### src/rtl/attn_seq_ctrl.sv
// attn_seq_ctrl: sequences one attention pass over Q/K memories, MAC load/execute,
// OFIFO drain into psum memory, optional SFP normalisation and output generation.
// Ports: clk, reset (async, active-high), start, abort (sync cancel), ld_done,
//   exec_done, out_wr -> inst (packed instruction word), done, op_valid, busy, state.
// Build option: define ATTN_SEQ_SFP_EN to include the SFP normalisation state.
module attn_seq_ctrl #(
    parameter int ADDR_W  = 4,
    parameter int Q_ROWS  = 16,
    parameter int K_ROWS  = 8,
    parameter int P_ROWS  = 8,
    parameter int LD_GAP  = 4,
    parameter int SFP_GAP = 2
) (
    input  logic                clk,
    input  logic                reset,
    input  logic                start,
    input  logic                abort,
    input  logic                ld_done,
    input  logic                exec_done,
    input  logic                out_wr,
    output logic [2*ADDR_W+11:0] inst,
    output logic                done,
    output logic                op_valid,
    output logic                busy,
    output logic [3:0]          state
);

    localparam int IW = 2*ADDR_W+12;
    localparam int CW = ADDR_W+1;

    // Row counts beyond the address space cannot be addressed.
    if (ADDR_W < 1 || Q_ROWS < 1 || K_ROWS < 1 || P_ROWS < 1 ||
        Q_ROWS > (1 << ADDR_W) || K_ROWS > (1 << ADDR_W) ||
        P_ROWS > (1 << ADDR_W) || LD_GAP < 1 || LD_GAP > (1 << CW) ||
        SFP_GAP < 0) begin : g_param_check
        $error("attn_seq_ctrl: illegal parameter set");
    end

    typedef enum logic [3:0] {
        S_IDLE    = 4'd0,
        S_Q_WR    = 4'd1,
        S_K_WR    = 4'd2,
        S_K_LD    = 4'd3,
        S_LD_HOLD = 4'd4,
        S_EXEC    = 4'd5,
        S_OF_HOLD = 4'd6,
        S_P_WR    = 4'd7,
        S_SFP     = 4'd8,
        S_GEN_OUT = 4'd9
    } state_t;

    localparam logic [CW-1:0] Q_LAST = CW'(Q_ROWS-1);
    localparam logic [CW-1:0] K_LAST = CW'(K_ROWS-1);
    localparam logic [CW-1:0] K_END  = CW'(K_ROWS);
    localparam logic [CW-1:0] P_LAST = CW'(P_ROWS-1);
    localparam logic [CW-1:0] G_LAST = CW'(LD_GAP-1);

    state_t          st_q, st_d;
    logic [CW-1:0]   cnt_q, cnt_d;
    logic [IW-1:0]   inst_d;
    logic            opv_d;

`ifdef ATTN_SEQ_SFP_EN
    localparam int BW = $clog2(SFP_GAP+5);
    localparam logic [BW-1:0] B_ACC  = BW'(1);
    localparam logic [BW-1:0] B_DIV  = BW'(2+SFP_GAP);
    localparam logic [BW-1:0] B_WB   = BW'(3+SFP_GAP);
    localparam logic [BW-1:0] B_LAST = BW'(4+SFP_GAP);

    // Beat position within one SFP row; cnt holds the row.
    logic [BW-1:0]   beat_q, beat_d;
`endif

    // Next state and counters
    always_comb begin
        st_d  = st_q;
        cnt_d = cnt_q;
`ifdef ATTN_SEQ_SFP_EN
        beat_d = beat_q;
`endif
        if (abort) begin
            st_d  = S_IDLE;
            cnt_d = '0;
`ifdef ATTN_SEQ_SFP_EN
            beat_d = '0;
`endif
        end else begin
            unique case (st_q)
                S_IDLE: begin
                    if (start) begin
                        st_d  = S_Q_WR;
                        cnt_d = '0;
                    end
                end
                S_Q_WR: begin
                    if (cnt_q == Q_LAST) begin
                        st_d  = S_K_WR;
                        cnt_d = '0;
                    end else begin
                        cnt_d = cnt_q + 1'b1;
                    end
                end
                S_K_WR: begin
                    if (cnt_q == K_LAST) begin
                        st_d  = S_K_LD;
                        cnt_d = '0;
                    end else begin
                        cnt_d = cnt_q + 1'b1;
                    end
                end
                S_K_LD: begin
                    // Counter parks at K_ROWS so kmem_rd stays low while load waits.
                    if (ld_done) begin
                        st_d  = S_LD_HOLD;
                        cnt_d = '0;
                    end else if (cnt_q != K_END) begin
                        cnt_d = cnt_q + 1'b1;
                    end
                end
                S_LD_HOLD: begin
                    if (cnt_q == G_LAST) begin
                        st_d  = S_EXEC;
                        cnt_d = '0;
                    end else begin
                        cnt_d = cnt_q + 1'b1;
                    end
                end
                S_EXEC: begin
                    if (exec_done) begin
                        st_d  = S_OF_HOLD;
                        cnt_d = '0;
                    end else begin
                        cnt_d = {1'b0, ADDR_W'(cnt_q[ADDR_W-1:0] + 1'b1)};
                    end
                end
                S_OF_HOLD: begin
                    if (out_wr) begin
                        st_d  = S_P_WR;
                        cnt_d = '0;
                    end
                end
                S_P_WR: begin
                    if (cnt_q == P_LAST) begin
`ifdef ATTN_SEQ_SFP_EN
                        st_d   = S_SFP;
                        beat_d = '0;
`else
                        st_d  = S_GEN_OUT;
`endif
                        cnt_d = '0;
                    end else begin
                        cnt_d = cnt_q + 1'b1;
                    end
                end
`ifdef ATTN_SEQ_SFP_EN
                S_SFP: begin
                    if (beat_q == B_LAST) begin
                        beat_d = '0;
                        if (cnt_q == P_LAST) begin
                            st_d  = S_GEN_OUT;
                            cnt_d = '0;
                        end else begin
                            cnt_d = cnt_q + 1'b1;
                        end
                    end else begin
                        beat_d = beat_q + 1'b1;
                    end
                end
`endif
                S_GEN_OUT: begin
                    if (cnt_q == P_LAST) begin
                        st_d  = S_IDLE;
                        cnt_d = '0;
                    end else begin
                        cnt_d = cnt_q + 1'b1;
                    end
                end
                default: begin
                    st_d  = S_IDLE;
                    cnt_d = '0;
                end
            endcase
        end
    end

    // Outputs decoded from the next state so the registered word lines up with state.
    logic              sfp_wb, sfp_acc, sfp_div, ofifo_rd;
    logic              execute, load, qmem_rd, qmem_wr;
    logic              kmem_rd, kmem_wr, pmem_rd, pmem_wr;
    logic [ADDR_W-1:0] qk_addr, p_addr;

    always_comb begin
        sfp_wb   = 1'b0;
        sfp_acc  = 1'b0;
        sfp_div  = 1'b0;
        ofifo_rd = 1'b0;
        execute  = 1'b0;
        load     = 1'b0;
        qmem_rd  = 1'b0;
        qmem_wr  = 1'b0;
        kmem_rd  = 1'b0;
        kmem_wr  = 1'b0;
        pmem_rd  = 1'b0;
        pmem_wr  = 1'b0;
        qk_addr  = '0;
        p_addr   = '0;
        opv_d    = 1'b0;
        unique case (st_d)
            S_Q_WR: begin
                qmem_wr = 1'b1;
                qk_addr = cnt_d[ADDR_W-1:0];
            end
            S_K_WR: begin
                kmem_wr = 1'b1;
                qk_addr = cnt_d[ADDR_W-1:0];
            end
            S_K_LD: begin
                load    = 1'b1;
                kmem_rd = (cnt_d < K_END);
                qk_addr = cnt_d[ADDR_W-1:0];
            end
            S_EXEC: begin
                execute = 1'b1;
                qmem_rd = 1'b1;
                qk_addr = cnt_d[ADDR_W-1:0];
            end
            S_P_WR: begin
                ofifo_rd = 1'b1;
                pmem_wr  = 1'b1;
                p_addr   = cnt_d[ADDR_W-1:0];
            end
`ifdef ATTN_SEQ_SFP_EN
            S_SFP: begin
                p_addr = cnt_d[ADDR_W-1:0];
                case (beat_d)
                    '0:     pmem_rd = 1'b1;
                    B_ACC:  sfp_acc = 1'b1;
                    B_DIV:  sfp_div = 1'b1;
                    B_WB: begin
                        sfp_wb  = 1'b1;
                        pmem_wr = 1'b1;
                    end
                    B_LAST: pmem_wr = 1'b1;
                    default: ;
                endcase
            end
`endif
            S_GEN_OUT: begin
                pmem_rd = 1'b1;
                p_addr  = cnt_d[ADDR_W-1:0];
                opv_d   = 1'b1;
            end
            default: ;
        endcase
        inst_d = {sfp_wb, sfp_acc, sfp_div, ofifo_rd, qk_addr, p_addr,
                  execute, load, qmem_rd, qmem_wr,
                  kmem_rd, kmem_wr, pmem_rd, pmem_wr};
    end

    always_ff @(posedge clk or posedge reset) begin
        if (reset) begin
            st_q     <= S_IDLE;
            cnt_q    <= '0;
            inst     <= '0;
            op_valid <= 1'b0;
            busy     <= 1'b0;
            done     <= 1'b1;
        end else begin
            st_q     <= st_d;
            cnt_q    <= cnt_d;
            inst     <= inst_d;
            op_valid <= opv_d;
            busy     <= (st_d != S_IDLE);
            done     <= (st_d == S_IDLE);
        end
    end

`ifdef ATTN_SEQ_SFP_EN
    always_ff @(posedge clk or posedge reset) begin
        if (reset) begin
            beat_q <= '0;
        end else begin
            beat_q <= beat_d;
        end
    end
`endif

    assign state = st_q;

endmodule

### config.mk
export PLATFORM = sky130hd
export DESIGN_NAME = attn_seq_ctrl
export DESIGN_NICKNAME = d
export VERILOG_FILES = /design/src/rtl/attn_seq_ctrl.sv
export SDC_FILE = /design/constraint.sdc
export NUM_CORES = 1
export LEC_CHECK = 0
export CAP_MARGIN = 30
export CORE_MARGIN = 4
export CORE_UTILIZATION = 60
export DETAILED_ROUTE_END_ITERATION = 6
export DONT_BUFFER_PORTS = 1
export GPL_TIMING_DRIVEN = 0
export PLACE_DENSITY = 0.79
export RECOVER_POWER = 100
export SLEW_MARGIN = 10
export SYNTH_ARGS = -nofsm -noshare
export SYNTH_HDL_FRONTEND = slang
export SYNTH_SLANG_ARGS = --single-unit
### constraint.sdc
create_clock -name clk -period 3.2 [get_ports clk]
set_input_delay 0.8 -clock clk [delete_from_list [all_inputs] [get_ports clk]]
set_output_delay 0.8 -clock clk [all_outputs]
set_load 0.05 [all_outputs]
# --- After elaboration in Yosys (flattened, before gate mapping) ---
# Index checks and enable logic that the tools add are counted.
totals:
  output_inout_bits: 27
  regBits: 29
classes:
  n_mux: 30
  reduce_logical: 6
  order_cmp: 1
  eq_ne: 18
  add_sub_neg: 2
op_table:
  columns: ["op", "n"]
  rows:
  - ["$mux 4", 13]
  - ["$mux 5", 8]
  - ["$pmux 4 s9", 1]
  - ["$pmux 5 s7", 1]
  - ["$eq 4x3->1 const B", 6]
  - ["$eq 4x2->1 const B", 4]
  - ["$eq 4x1->1 const B", 2]
  - ["$eq 4x4->1 const B", 2]
  - ["$logic_not 4->1", 2]
  - ["$mux 1", 7]
  - ["$add 5x1->5 const B", 1]
  - ["$eq 5x2->1 const B", 1]
  - ["$eq 5x3->1 const B", 1]
  - ["$eq 5x4->1 const B", 1]
  - ["$lt 5x4->1 const B", 1]
  - ["$ne 5x4->1 const B", 1]
  - ["$add 4x1->4 const B", 1]
  - ["$reduce_bool 4->1", 1]
  - ["$reduce_or 4->1", 1]
  - ["$reduce_or 3->1", 1]
  - ["$reduce_or 2->1", 1]

# --- Logic depth before layout (Yosys ltp) ---
# Gate-level depths: netlist of run 1.
depth:
  word_depth: 7
  depth_mapped: 10
  depth_no_buf: 10

# --- Worst setup path after synthesis of run 1 ---
# No wires, ideal clock.
synth_path:
  kind: "register to register"
  start: "register cnt_q[0]"
  end: "register inst[8]"
  path_stages_with_launch: 11
  setup_slack_ns: 1.093
  n_path_buf: 0
  setup_time_ns: 0.133
  t_required_ns: 3.067
  arrival_ns: 1.974
  path_cell_list: "dfrtp_1 ha_1 nand3_1 inv_1 ha_1 inv_1 o2111ai_1 nand4_1 nor2_2 o32a_1 nor2_1"
synth_between:
  elab_chain_cells: 7
  elab_cells_between_ends: 27
  classes_between: "2 x add/sub; 6 x eq/ne; 18 x mux; 1 x reduce/logical"
synth_rtl:
  columns: ["item", "line_no", "rtl"]
  rows:
  - ["start: declaration", "59", "logic [CW-1:0] cnt_q, cnt_d;"]
  - ["start signal: assignment", "270", "cnt_q <= cnt_d;"]
  - ["branches (longest 6 deep; another with $add 5x1->5)", null, null]
  - ["$mux 4 (*)", "208", "unique case (st_d)"]
  - ["net p_addr[0]", "190", "logic [ADDR_W-1:0] qk_addr, p_addr;"]
  - ["end signal: assignment", "271", "inst <= inst_d;"]
  - ["end: declaration", "21", "output logic [2*ADDR_W+11:0] inst,"]
# Mark *: on every way through the listed nets, which the timed path passes.

# --- Final worst setup path of run 1 ---
layout_path:
  start: "register st_q[0] (netlist: state[0])"
  end: "register inst[8]"
layout_between:
  elab_chain_cells: 6
  elab_cells_between_ends: 27
  classes_between: "10 x eq/ne; 14 x mux; 3 x reduce/logical"
layout_rtl:
  columns: ["item", "line_no", "rtl"]
  rows:
  - ["start: declaration", "58", "state_t st_q, st_d;"]
  - ["start signal: assignment", "269", "st_q <= st_d;"]
  - ["$eq 4x4->1, or another cell as far along", "88", "unique case (st_q)"]
  - ["$pmux 4 s9", "88", null]
  - ["$mux 4", "81", "if (abort) begin"]
  - ["$eq 4x4->1 / $eq 4x3->1 (equally long branches)", "208", null]
  - ["$reduce_or 2->1 (no line)", null, null]
  - ["$mux 4 (*)", "208", null]
  - ["net p_addr[0]", "190", null]
# The timed path passes the listed nets; every way through them passes the cells marked *.

==> impl_metrics.env, run 1 <==
export IMPL_outcome="finished, final reports clean"
export IMPL_die_area_sq_um=3460
export IMPL_max_cap_viol_count=0
export IMPL_track_usage_pct=19.5
export IMPL_port_buffers=0
export IMPL_timing_final_crit_share_pct=86.2
export IMPL_grt_setup_unrepaired="false"
export IMPL_gp_congestion=0.811
export IMPL_die_x_microns=58.8
export IMPL_rows=18
export IMPL_cts_tree="done"
export IMPL_post_route_drc_count=0
export IMPL_pre_cts_slack_ns=0.752
export IMPL_setup_viol=0
export IMPL_critPathLaunchType="flop"
export IMPL_final_cell_mix="25 x dfrtp_1, 17 x nor2_1, 8 x inv_1, 8 x nand3_1, 8 x nor3_1"
export IMPL_clkTransAtPathRegs_ns=0.15
export IMPL_final_util_pct=64.5
export IMPL_ys_async_sr_fraction_pct=100
export IMPL_critical_path_class="reg2reg"
export IMPL_grt_pass1_wl_mm=5.20
export IMPL_final_common_cell="dfrtp_1"
export IMPL_slew_viol_final=0
export IMPL_worst_pin_slew_ns=0.829
export IMPL_coreArea_sq_um=2480
export IMPL_postPlaceCellArea_sq_um=1590
export IMPL_die_h_microns=58.8
export IMPL_synth_edf_count=0
export IMPL_wl_per_cell_microns=17.2
export IMPL_hold_viol=0
export IMPL_synthFlopType="dfrtp_1"
export IMPL_layout_drive_gt1_share_pct=14.7
export IMPL_clock_skew_final_ns=0.00397
export IMPL_design_area_sq_um=1600
export IMPL_synth_top_area_share_pct=40.4
export IMPL_clockRootBuffer="clkbuf_4"
export IMPL_route_vias_total=1132
export IMPL_cts_buffers=3
export IMPL_insertedDiodeCount=0
export IMPL_p_per_area_nw_per_um2=453
export IMPL_synth_warnings=0
export IMPL_cts_htree_levels=1
export IMPL_cp_max_fo=10
export IMPL_crit_path_end_kind="flop"
export IMPL_min_delay_path_class="in2async"
export IMPL_fin_ws_ns=0.441
export IMPL_fin_crit_ns=2.76
export IMPL_ys_ff_latch=26
export IMPL_slew_headroom_pct=44.1
export IMPL_io_pin_count=34
export IMPL_dr_pass1_iters=4
export IMPL_arrival_ns=2.96
export IMPL_floorplan_initialDensity_pct=62.5
export IMPL_ir_worst_vdd_v=0.000372
export IMPL_yosysSeqAreaShare_pct=42.1
export IMPL_syn_instance_count=149
export IMPL_holdBufCountCts=0
export IMPL_fmax_mhz=362
export IMPL_yosys_area_top_type="dfrtp_1"
export IMPL_tns_ns=0
export IMPL_postSynthAreaPerCell_sq_um=10.4
export IMPL_nNetsFinal=168
export IMPL_synth_distinct_cells=54
export IMPL_grt_pass1_vias=1092
export IMPL_synthTopCellsByArea="dfrtp_1 40%, buf_4 4.4%, nor2_1 3.9%"
export IMPL_drt_iter0_drc=40
export IMPL_antenna_found_initial=0
export IMPL_syn2layout_area_growth_pct=3.15
export IMPL_ant_nets=0
export IMPL_grt_max_degree=27
export IMPL_drt_vias_per_instance=6.09
export IMPL_synth_area_sq_um=1550
export IMPL_hpwl_mm=2.42
export IMPL_cp_required_ns=3.40
export IMPL_ctsResizeCount=0
export IMPL_cts_max_path_buffers=2
export IMPL_routed_wl_mm=3.20
export IMPL_grt_ovfl_total=0
export IMPL_cts_sinks=26
export IMPL_clk_insertion_delay_late_ns=0.33
export IMPL_cts_setup_buffers=0
export IMPL_p_leak_uw=0.000717
==> power breakdown <==
group	switching [uW]	internal, uW	total [uW]
Combinational	74.0	38.2	112
Clock	104	127	231
Sequential	41.6	340	382
Total	220	505	725
==> synthesized netlist by cell type, types with 3 or more instances <==
master / instances
a21o_1: 3
a21oi_1: 3
and3_1: 3
buf_4: 9
dfrtp_1: 25
ha_1: 4
inv_1: 8
nand2_1: 5
nand3_1: 8
nor2_1: 16
nor2b_1: 4
nor3_1: 5
nor3_2: 4
o21a_1: 4
==> sequential cells by signal (all words and copies together) (netlist names) <==
| signal | cells |
|---|---|
| cnt_q | 5 |
| busy | 1 |
| inst | 15 |
| done | 1 |
| state | 4 |
==> kinds of logic after synthesis <==
kind of cell	after synthesis	share of synthesized area (%)
AND/OR/NAND/NOR	67	29.2
flip-flops	26	42.1
buffers and inverters	22	8.08
other	1	0.242
AO/OA/AOI/OAI	27	16.0
adder cells (fa/ha/maj)	4	3.23
XOR/XNOR	2	1.13
==> worst max-delay path: stages (launching register included) <==
cell,delay [ns]
dfrtp_1,0.71
clkbuf_1,0.47
xnor2_1,0.13
and3_1,0.25
o21a_4,0.22
o311ai_0,0.73
nor2_1,0.11
==> path summary, 6_finish.rpt <==
| kind | from | end | slack [ns] | cells after the start |
|---|---|---|---|---|
| max in group asynchronous | reset | inst[10] | 1.86 | 2 |
| min reg2reg | cnt_q[1] | cnt_q[1] | 0.65 | 2 |
| min in group clk | abort | state[2] | 0.52 | 1 |
| min | reset | state[1] | 0.36 | 1 |
| max reg2reg | state[0] | inst[8] | 0.44 | 6 |
| max | state[0] | inst[8] | 0.44 | 6 |
==> per-layer routing <==
metal  up-vias  share of wire (%)  wire (microns)  global-route usage (%)
met1       541                 39            1260                    24.3
li1        535                  -               -                       -
met4         0                1.7              53                    7.12
met2        50                 51            1640                    32.6
met3         6                8.0             256                    4.82
met5         -                  0               0                       0
==> layout make-up <==
cell class,count,area (sq um)
Buffer,12,72.6
Clock buffer,3,22.5
Clock inverter,1,30.0
Fill cell,216,880
Inverter,10,37.5
Multi-Input combinational cell,103,742
Sequential cell,26,652
Tap cell,30,37.5
Timing Repair Buffer,1,3.75
==> metrics by stage <==
step | total power [uW] | cells | hold WS [ns]
finish | 725 | 186 | 0.360
global route | 758 | 186 | 0.362
CTS | 731 | 185 | 0.520
detailed placement | 507 | 181 | 0.643
global placement | 502 | 181 | 0.622
floorplan | 485 | 151 | 0.582
Power figures use the tool's default switching activity.
==> run 2: changes to the inputs <==
==> constraint.sdc (replaced) <==
create_clock -name clk -period 3.47 [get_ports clk]
set_input_delay 0.8675 -clock clk [delete_from_list [all_inputs] [get_ports clk]]
set_output_delay 0.8675 -clock clk [all_outputs]
set_load 0.05 [all_outputs]
==> results of run 2 <==
Same layout as run 1 (identical final DEF). Status: finished, final reports clean.
Among the figures that moved: setup slack after placement 0.752 ns -> 1.02 ns; setup slack after layout 0.441 ns -> 0.711 ns; hold slack 0.360 ns -> 0.427 ns; register-to-register setup slack 0.44 ns -> 0.71 ns; total power 725 uW -> 668 uW; worst IR drop on VDD 0.000372 V -> 0.000343 V
==> run 3: changes to the inputs <==
==> constraint.sdc (replaced) <==
create_clock -name clk -period 2.75 [get_ports clk]
set_input_delay 0.6875 -clock clk [delete_from_list [all_inputs] [get_ports clk]]
set_output_delay 0.6875 -clock clk [all_outputs]
set_load 0.05 [all_outputs]
==> run 3 against run 2 <==
Compared with the run above:
- combinational power is 27% higher
- critical path depth grew 4
- global-route usage is the same
- first-iteration DRC count increased by 23%
- power up 26%
- clock power rose by 26%
- cell count unchanged
- utilization increased by 0.10 points
- largest cell class unchanged
- highest routed layer unchanged
==> impl_metrics.env, run 3 (synthesis results as in run 1) <==
export IMPL_gp_congestion=0.811
export IMPL_final_cell_mix="25 x dfrtp_1, 16 x nor2_1, 8 x inv_1, 8 x nand3_1, 8 x nor3_1"
export IMPL_p_leak_uw=0.000717
export IMPL_postPlaceCellArea_sq_um=1590
export IMPL_floorplan_initialDensity_pct=62.5
export IMPL_holdBufCountCts=0
export IMPL_coreArea_sq_um=2480
export IMPL_min_delay_path_class="in2async"
export IMPL_grt_pass1_vias=1092
export IMPL_ant_nets=0
export IMPL_slew_viol_final=0
export IMPL_cp_startpoint="cnt_q[1]"
export IMPL_cts_max_path_buffers=2
export IMPL_dr_pass1_iters=4
export IMPL_final_common_cell="dfrtp_1"
export IMPL_worst_pin_slew_ns=0.696
export IMPL_track_usage_pct=19.5
export IMPL_p_per_area_nw_per_um2=528
export IMPL_max_cap_viol_count=0
export IMPL_fin_crit_ns=2.54
export IMPL_top_register="inst"
export IMPL_post_route_drc_count=0
export IMPL_p_sw_uw=257
export IMPL_drt_vias_per_instance=6.07
export IMPL_critPathBufInv=2
export IMPL_antenna_found_initial=0
export IMPL_p_sw_share_pct=30.4
export IMPL_largest_reg_flops=15
export IMPL_critical_path_class="reg2reg"
export IMPL_layout_drive_gt1_share_pct=15.4
export IMPL_p_int_uw=588
export IMPL_grt_max_degree=27
export IMPL_seqPwrFrac_pct=52.6
export IMPL_r2r_end="inst[3]"
export IMPL_hold_viol=0
export IMPL_register_area_sq_um=652
export IMPL_cts_buffers=3
export IMPL_insertedDiodeCount=0
export IMPL_worstPathCellList="ha_1, nand3_1, inv_1, ha_1, inv_1, o2111ai_1, nand3_1, o21a_1, a21oi_1, and4_1"
export IMPL_rows=18
export IMPL_outcome="finished, final reports clean"
export IMPL_routed_wl_mm=3.22
export IMPL_slew_headroom_pct=53.6
export IMPL_regToRegSetupSlack_ns=0.21
export IMPL_dp_cells=181
export IMPL_slowest_stage="dfrtp_1"
export IMPL_nNetsFinal=168
export IMPL_cts_setup_buffers=0
export IMPL_grt_setup_unrepaired="false"
export IMPL_cts_tree="done"
export IMPL_wl_per_cell_microns=17.3
export IMPL_timing_final_crit_share_pct=92.4
export IMPL_route_vias_total=1129
export IMPL_clockRootBuffer="clkbuf_4"
export IMPL_critPathLaunchType="flop"
export IMPL_cts_htree_levels=1
export IMPL_die_x_microns=58.8
export IMPL_p_total_uw=845
export IMPL_clk_insertion_delay_late_ns=0.33
export IMPL_clkTransAtPathRegs_ns=0.15
export IMPL_ctsResizeCount=0
export IMPL_nFillCells=215
export IMPL_power_frac_comb_pct=15.6
export IMPL_arrival_ns=2.82
export IMPL_setup_viol=0
export IMPL_grt_ovfl_total=0
export IMPL_drt_iter0_drc=49
export IMPL_hpwl_mm=2.42
export IMPL_worstRegToRegCells=10
export IMPL_io_pin_count=34
export IMPL_multi_input_area_sq_um=744
export IMPL_cp_max_fo=6
export IMPL_clock_skew_final_ns=0.00476
export IMPL_power_frac_clock_pct=31.8
export IMPL_cts_sinks=26
export IMPL_crit_path_end_kind="flop"
export IMPL_grt_pass1_wl_mm=5.20
export IMPL_fin_hold_ws_ns=0.246
export IMPL_die_area_sq_um=3460
export IMPL_critPathTopFamily="compound AO/OA/AOI/OAI gates"
export IMPL_layout_cells_non_filler=186
export IMPL_syn2layout_area_growth_pct=3.31
export IMPL_fmax_mhz=393
export IMPL_port_buffers=0
export IMPL_tns_ns=0
export IMPL_regToRegStartpoint="cnt_q[1]"
export IMPL_cp_required_ns=3.03
export IMPL_die_h_microns=58.8
export IMPL_ir_worst_vdd_v=0.000435
export IMPL_design_area_sq_um=1600
export IMPL_crit_path_max_incr_delay_ns=0.43
## run 3: worst reg2reg max path: cells and delay by family, from the launching register on
family / cells / cell delay (ns)
AO/OA/AOI/OAI: 3 / 0.88
adder cells (fa/ha/maj): 2 / 0.48
buffers and inverters: 2 / 0.12
AND/OR/NAND/NOR: 3 / 0.57
flip-flops: 1 / 0.43
## run 3: final cells by class
class / instances / share of cell area (%)
inverter: 10 / 2.35
clock buffer: 3 / 1.41
sequential: 26 / 40.7
tap: 30 / 2.35
multi-input combinational: 103 / 46.5
buffer: 12 / 4.53
clock inverter: 1 / 1.88
timing repair buffer: 1 / 0.235
## run 3: how the worst max path moves through the flow
stage,end,slack (ns),cells past startpoint
floorplan,inst[8],0.64,10
global placement,inst[8],0.36,10
detailed placement,inst[11],0.30,10
CTS,inst[11],0.27,10
global route,inst[3],0.05,10
finish,inst[3],0.21,10
## run 3: layer usage
metal  vias up  track usage, %  routed length (microns)
li1        533               -                        -
met1       540            24.3                     1270
met2        50            32.6                     1650
met3         6            4.82                      244
met4         0            7.12                       55
met5         -               0                        0
## run 3: power by group through the flow
| stage | sequential, uW | clock (uW) | combinational [uW] |
|---|---|---|---|
| after global routing | 446 | 290 | 147 |
| after detailed placement | 453 | 0 | 137 |
| after floorplan | 450 | 0 | 115 |
| after global placement | 452 | 0 | 132 |
| after CTS | 446 | 268 | 137 |
| final | 444 | 269 | 132 |
## run 3: through the flow
stage,util (%),setup WS [ns]
after floorplan,-,0.643
after global placement,64.3,0.356
after detailed placement,64.3,0.302
after CTS,66.5,0.267
after global routing,64.6,0.0532
final,64.6,0.208
